## config.mk

```make
export PLATFORM = sky130hd
export DESIGN_NAME = counter_mode_sequencer
export DESIGN_NICKNAME = d
export VERILOG_FILES = /design/src/rtl/counter_mode_sequencer_pkg.sv /design/src/rtl/counter_mode_sequencer_chord_timer.sv /design/src/rtl/counter_mode_sequencer.sv
export SDC_FILE = /design/constraint.sdc
export NUM_CORES = 1
export LEC_CHECK = 0
export BUFFER_PORTS_ARGS = -buffer_cell sky130_fd_sc_hd__buf_2
export CORE_MARGIN = 3
export CORE_UTILIZATION = 38
export CTS_BUF_LIST = sky130_fd_sc_hd__clkbuf_8
export DETAILED_ROUTE_END_ITERATION = 16
export PLACE_DENSITY = 0.55
export SLEW_MARGIN = 20
export SYNTH_ARGS = -nofsm -noshare
export SYNTH_HDL_FRONTEND = slang
export SYNTH_SLANG_ARGS = --single-unit
```

## constraint.sdc

```tcl
create_clock -name i_Clk -period 2 [get_ports i_Clk]
set_input_delay 0.1 -clock i_Clk [delete_from_list [all_inputs] [get_ports i_Clk]]
set_output_delay 0.1 -clock i_Clk [all_outputs]
set_load 0.05 [all_outputs]
```

## src/rtl/counter_mode_sequencer_pkg.sv

```systemverilog
// Shared definitions for the counter display mode sequencer: mode encodings,
// one-hot segment masks and the INIT animation pattern lookup.
package counter_mode_sequencer_pkg;

  localparam int STATE_WIDTH = 3;

  typedef enum logic [STATE_WIDTH-1:0] {
    STATE_INIT       = 3'd0,
    STATE_AUTO       = 3'd1,
    STATE_SWITCH     = 3'd2,
    STATE_BIT        = 3'd3,
    STATE_RESET_WAIT = 3'd4
  } state_t;

  // Segment bit order is {G,F,E,D,C,B,A}, active-high.
  localparam logic [6:0] SEGMENT_A = 7'b000_0001;
  localparam logic [6:0] SEGMENT_B = 7'b000_0010;
  localparam logic [6:0] SEGMENT_C = 7'b000_0100;
  localparam logic [6:0] SEGMENT_D = 7'b000_1000;
  localparam logic [6:0] SEGMENT_E = 7'b001_0000;
  localparam logic [6:0] SEGMENT_F = 7'b010_0000;
  localparam logic [6:0] SEGMENT_G = 7'b100_0000;

  localparam int ANIM_STEPS = 6;

  function automatic logic [6:0] anim_segments(input logic [2:0] step);
    case (step)
      3'd0:    anim_segments = SEGMENT_A;
      3'd1:    anim_segments = SEGMENT_B;
      3'd2:    anim_segments = SEGMENT_C;
      3'd3:    anim_segments = SEGMENT_D;
      3'd4:    anim_segments = SEGMENT_E;
      3'd5:    anim_segments = SEGMENT_F;
      default: anim_segments = SEGMENT_A;
    endcase
  endfunction

endpackage

```

## src/rtl/counter_mode_sequencer_chord_timer.sv

```systemverilog
// Detects the SW1+SW4 control chord, keeps the chord_active mask flag and
// times how long the chord is held, producing short-release and hold pulses.
module chord_timer #(
  parameter int HOLD_TICKS = 50_000_000,
  parameter int TIMER_W    = 26
) (
  input  logic       i_Clk,
  input  logic       i_Reset_n,
  input  logic [3:0] i_Switches,
  output logic       o_Chord_Active,
  output logic       o_Short_Release,
  output logic       o_Hold_Done
);

  localparam logic [TIMER_W-1:0] HOLD_LAST = TIMER_W'(HOLD_TICKS - 1);

  logic               chord;
  logic               chord_q;
  logic               active_q;
  logic               fired_q;
  logic [TIMER_W-1:0] hold_cnt;

  assign chord = i_Switches[0] & i_Switches[3];

  // Active in the very cycle the chord forms, so the mask covers it immediately.
  assign o_Chord_Active = chord | active_q;

  // hold_cnt counts previously held cycles, so the threshold can coincide with
  // the release cycle; fired_q keeps the pulse single while the counter saturates.
  assign o_Hold_Done     = (hold_cnt == HOLD_LAST) & ~fired_q;
  assign o_Short_Release = chord_q & ~chord & ~fired_q;

  always_ff @(posedge i_Clk or negedge i_Reset_n) begin
    if (!i_Reset_n) begin
      chord_q  <= 1'b0;
      active_q <= 1'b0;
      fired_q  <= 1'b0;
      hold_cnt <= '0;
    end else begin
      chord_q  <= chord;
      active_q <= (i_Switches == 4'b0000) ? 1'b0 : o_Chord_Active;
      fired_q  <= chord ? (fired_q | o_Hold_Done) : 1'b0;
      if (!chord) begin
        hold_cnt <= '0;
      end else if (hold_cnt != HOLD_LAST) begin
        hold_cnt <= hold_cnt + TIMER_W'(1);
      end
    end
  end

endmodule

```

## src/rtl/counter_mode_sequencer.sv

```systemverilog
// Mode controller for the 7-segment counter display: mode FSM, INIT animation
// stepper, counter reset generation and masked switch forwarding.
module counter_mode_sequencer
  import counter_mode_sequencer_pkg::*;
#(
  parameter int ANIM_TICKS = 2_500_000,
  parameter int HOLD_TICKS = 50_000_000
) (
  input  logic       i_Clk,
  input  logic       i_Reset_n,
  input  logic [3:0] i_Switches,
  output logic [2:0] o_State,
  output logic       o_Counter_Reset,
  output logic [6:0] o_Segments_Anim,
  output logic [3:0] o_Switches
);

  localparam int TIMER_W = $clog2((ANIM_TICKS > HOLD_TICKS) ? ANIM_TICKS : HOLD_TICKS);
  localparam logic [TIMER_W-1:0] ANIM_LAST = TIMER_W'(ANIM_TICKS - 1);
  localparam logic [2:0]         STEP_LAST = 3'(ANIM_STEPS - 1);

  state_t             state_q;
  state_t             state_d;
  logic [3:0]         sw_q;
  logic [3:0]         sw_out_q;
  logic               counter_reset_q;
  logic [TIMER_W-1:0] anim_cnt;
  logic [2:0]         anim_step;
  logic               chord_active;
  logic               short_release;
  logic               hold_done;
  logic               any_rise;

  chord_timer #(
    .HOLD_TICKS (HOLD_TICKS),
    .TIMER_W    (TIMER_W)
  ) u_chord_timer (
    .i_Clk           (i_Clk),
    .i_Reset_n       (i_Reset_n),
    .i_Switches      (i_Switches),
    .o_Chord_Active  (chord_active),
    .o_Short_Release (short_release),
    .o_Hold_Done     (hold_done)
  );

  assign any_rise = |(i_Switches & ~sw_q);

  // Hold threshold is tested before release everywhere, so it wins a tie.
  always_comb begin
    state_d = state_q;
    case (state_q)
      STATE_AUTO: begin
        if (hold_done)          state_d = STATE_RESET_WAIT;
        else if (short_release) state_d = STATE_SWITCH;
      end
      STATE_SWITCH: begin
        if (hold_done)          state_d = STATE_RESET_WAIT;
        else if (short_release) state_d = STATE_BIT;
      end
      STATE_BIT: begin
        if (hold_done)          state_d = STATE_RESET_WAIT;
        else if (short_release) state_d = STATE_AUTO;
      end
      STATE_RESET_WAIT: begin
        if (i_Switches == 4'b0000) state_d = STATE_INIT;
      end
      default: begin
        if (hold_done)                                   state_d = STATE_RESET_WAIT;
        else if (short_release || (any_rise && !chord_active)) state_d = STATE_AUTO;
      end
    endcase
  end

  always_ff @(posedge i_Clk or negedge i_Reset_n) begin
    if (!i_Reset_n) begin
      state_q         <= STATE_INIT;
      counter_reset_q <= 1'b1;
      sw_q            <= 4'b0000;
      sw_out_q        <= 4'b0000;
    end else begin
      state_q         <= state_d;
      counter_reset_q <= (state_d == STATE_INIT) || (state_d == STATE_RESET_WAIT) ||
                         (state_d != state_q);
      sw_q            <= i_Switches;
      sw_out_q        <= i_Switches & ~{4{chord_active}};
    end
  end

  // The animation only runs in INIT; any other mode parks it at step 0.
  always_ff @(posedge i_Clk or negedge i_Reset_n) begin
    if (!i_Reset_n) begin
      anim_cnt  <= '0;
      anim_step <= 3'd0;
    end else if (state_q != STATE_INIT) begin
      anim_cnt  <= '0;
      anim_step <= 3'd0;
    end else if (anim_cnt == ANIM_LAST) begin
      anim_cnt  <= '0;
      anim_step <= (anim_step == STEP_LAST) ? 3'd0 : anim_step + 3'd1;
    end else begin
      anim_cnt  <= anim_cnt + TIMER_W'(1);
    end
  end

  assign o_State         = state_q;
  assign o_Counter_Reset = counter_reset_q;
  assign o_Segments_Anim = anim_segments(anim_step);
  assign o_Switches      = sw_out_q;

endmodule
```

==> results.sh <==
export IMPL_outcome="finished, final reports clean"
export IMPL_antenna_found_initial=0
export IMPL_cts_buffers=9
export IMPL_rsz0062_at_grt="no"
export IMPL_post_synth_xor_area_fraction_pct=3.77
export IMPL_synth_ff_type="dfrtp_1"
export IMPL_finClkSkew_ns=0.0129
export IMPL_power_density_mw_per_mm2=647
export IMPL_grt_max_degree=33
export IMPL_cp_end_kind="flop"
export IMPL_cts_tree="yes"
export IMPL_p_clk_share_pct=34.7
export IMPL_track_usage_pct=15.8
export IMPL_fin_crit_sh_pct=95.3
export IMPL_ys_top_cells_by_count="69 x dfrtp_1, 32 x a21oi_1, 31 x nand2_1"
export IMPL_firstDrtPassIters=4
export IMPL_p_leak_uw=0.00176
export IMPL_synth_top_cells_by_area="dfrtp_1 46%, a21oi_1 4.3%, nand2_1 3.1%, nor2_1 3.0%, or4_1 3.0%"
export IMPL_swShare_pct=28.7
export IMPL_drc=0
export IMPL_worst_slew_pin_slew_ns=0.634
export IMPL_synth_seq_cells=70
export IMPL_synth_adder_area_share_pct=1.01
export IMPL_htree_levels=3
export IMPL_synth_most_common_cell="dfrtp_1"
export IMPL_r2r_start="anim_cnt[3]$_DFF_PN0_"
export IMPL_netlist_area_mm2=0.00372
export IMPL_die_width_um=105
export IMPL_p_int_uw=2030
export IMPL_grt_overflow=0
export IMPL_path_class="reg2reg"
export IMPL_r2r_end="anim_cnt[25]$_DFF_PN0_"
export IMPL_cts_num_sinks=70
export IMPL_finalHoldViolations=0
export IMPL_vias=3119
export IMPL_start_util_pct=39.7
export IMPL_core_area_mm2=0.00937
export IMPL_drive_gt1_share_pct=18.5
export IMPL_drtAntennaViolNets=0
export IMPL_maxSlewViolCount=0
export IMPL_synth_avg_cell_area_um2=9.51
export IMPL_syn_num_nets=400
export IMPL_rows=35
export IMPL_yosysTopAreaCellShare_pct=46.4
export IMPL_synth_edf_count=0
export IMPL_relSlewSlack_pct=57.7
export IMPL_seqCellArea_mm2=0.00175
export IMPL_setup_tns_ns=0
export IMPL_grt_pass1_vias=2885
export IMPL_area_growth_pct=18.6
export IMPL_reg2reg_depth=4
export IMPL_p_seq_share_pct=52.7
export IMPL_clock_root_buffer="clkbuf_8"
export IMPL_yosysSeqAreaShare_pct=47.1
export IMPL_cap_violations=0
export IMPL_routed_wl_mm=8.27
export IMPL_synth_top_family_by_area="simple AND/OR/NAND/NOR gates"
export IMPL_drt_vias_per_instance=5.41
export IMPL_n_fill_cell=921
export IMPL_critPathArrivalTime_ns=2.17
export IMPL_diodes=0
export IMPL_synth_simple_area_share_pct=29.2
export IMPL_hold_path_class="in2async"
export IMPL_gp_congestion=0.791
export IMPL_dp_hpwl_mm=5.63
export IMPL_required_ns=2.27
export IMPL_rrSetupSlack_ns=0.09
export IMPL_drt_iter0_drc=124
export IMPL_fmax_ghz=0.525
export IMPL_clk_pin_slew_ns=0.08
export IMPL_io_buffers=19
export IMPL_ys_types=51
export IMPL_synth_compound_area_share_pct=13.4
export IMPL_insertion_delay_ns=0.34
export IMPL_routedWlPerCell_um=14.3
export IMPL_ys_warnings_count=0
export IMPL_yosys_mux_area_fraction_pct=1.88
export IMPL_clockBufferDepth=2
export IMPL_comb_power_share_pct=12.6
export IMPL_fin_hold_ws_ns=0.318
export IMPL_cp_start_kind="flop"
export IMPL_multi_input_area_mm2=0.00185
export IMPL_setup_viol=0
export IMPL_ioPinCount=21
export IMPL_power_uw=2850
export IMPL_cp_max_fo=8
export IMPL_grt_pass1_wl_mm=14.2
export IMPL_async_flop_share_pct=100
export IMPL_ir_drop_v=0.000422
export IMPL_synthCells=391
export IMPL_dieHeight_um=105
export IMPL_dieArea_mm2=0.0110
export IMPL_p_switching_uw=818
export IMPL_synth_top_area_cell="dfrtp_1"
export IMPL_final_min_clock_period_ns=1.91
export IMPL_final_nets=452
==> power groups by stage <==
stage                     sequential, uW  combinational (uW)  clock, uW
after floorplan                     1620                 133          0
after global placement              1530                 353          0
after detailed placement            1530                 356          0
after CTS                           1510                 365       1030
after global routing                1510                 397       1100
final                               1500                 359        989
==> cells in the final DEF (no fill, tap or decap), types with 3 or more instances in the layout <==
master,Yosys,final
a211oi_1,5,5
a21oi_1,32,32
and2_1,6,6
and3_1,5,5
and4_1,10,10
buf_12,0,3
buf_2,2,20
buf_4,1,32
clkbuf_8,0,10
clkinv_2,0,5
dfrtp_1,69,68
dlygate4sd3_1,0,5
ha_1,3,3
inv_1,8,9
mux2i_1,7,7
nand2_1,31,31
nand2b_1,14,14
nand3_1,21,21
nand4_1,17,17
nor2_1,30,30
nor3_1,4,3
nor3b_1,5,5
nor4_1,3,3
o21ai_0,16,16
o31ai_1,12,12
or3_1,12,12
or4_1,15,15
xnor2_1,8,8
xor2_1,8,8
==> flip-flops by register name, indices dropped and copies added (netlist names), 3 cells and up <==
name	count
anim_step	3
anim_cnt	26
u_chord_timer.hold_cnt	26
o_State	3
o_Switches	4
sw_q	4
==> worst max path at each step <==
stage                                            from                                     end  slack [ns]
6_report                        anim_cnt[3]$_DFF_PN0_                  anim_cnt[25]$_DFF_PN0_        0.09
3_3_place_gp    u_chord_timer.hold_cnt[0]$_DFFE_PN0P_  u_chord_timer.hold_cnt[18]$_DFFE_PN0P_        0.13
4_1_cts                         anim_cnt[9]$_DFF_PN0_                  anim_cnt[25]$_DFF_PN0_        0.09
2_1_floorplan  u_chord_timer.hold_cnt[11]$_DFFE_PN0P_   u_chord_timer.hold_cnt[1]$_DFFE_PN0P_        0.10
5_1_grt                         anim_cnt[6]$_DFF_PN0_                anim_step[2]$_DFFE_PN0P_       0.005
3_5_place_dp                    anim_cnt[9]$_DFF_PN0_                  anim_cnt[25]$_DFF_PN0_        0.11
==> critical path, stage by stage (launching register included) <==
cell and delay (ns):
dfrtp_2 0.40, nand4_1 0.16, or4_4 0.60, or4_1 0.51, a21oi_1 0.16
==> routing by layer <==
metal / vias up / track usage, % / wire, um
met5: - / 0 / 0
met4: 0 / 5.90 / 114
met3: 8 / 2.84 / 248
met2: 52 / 23.3 / 3620
met1: 1514 / 23.0 / 4290
li1: 1545 / - / -
==> cells by family (layout without fill, tap and decap cells) <==
kind of cell / Yosys count / in the layout
flops: 70 / 70
fa+ha+maj: 3 / 3
compound gates: 81 / 81
xor+xnor: 16 / 16
simple gates: 186 / 186
buf+inv: 27 / 84
other cells: 1 / 1
mux: 7 / 7
==> stage by stage <==
stage	util, %	std cells	area, um2	setup slack (ns)
final	47.0	577	4410	0.0941
after global routing	47.0	577	4410	0.00456
after CTS	46.5	571	4360	0.0879
after detailed placement	44.2	550	4140	0.109
after global placement	44.2	550	4140	0.130
after floorplan	-	391	3720	0.104
==> area by class of cell <==
type                    count  area share, %
repair buffers             60           10.2
clock buffers              10           3.12
well taps                 129           3.66
inverters                   8          0.681
multi-input cells         294           41.9
flip-flops and latches     70           39.8
clock inverters             6          0.653
==> what timing repair did <==
action                                  CTS  global route
resized for setup                         0             2
setup buffers                             0             6
hold buffers                              5             0
endpoints found under the setup margin    0             3
hold endpoints to repair                 28             0
(Power assumes the default switching activity.)
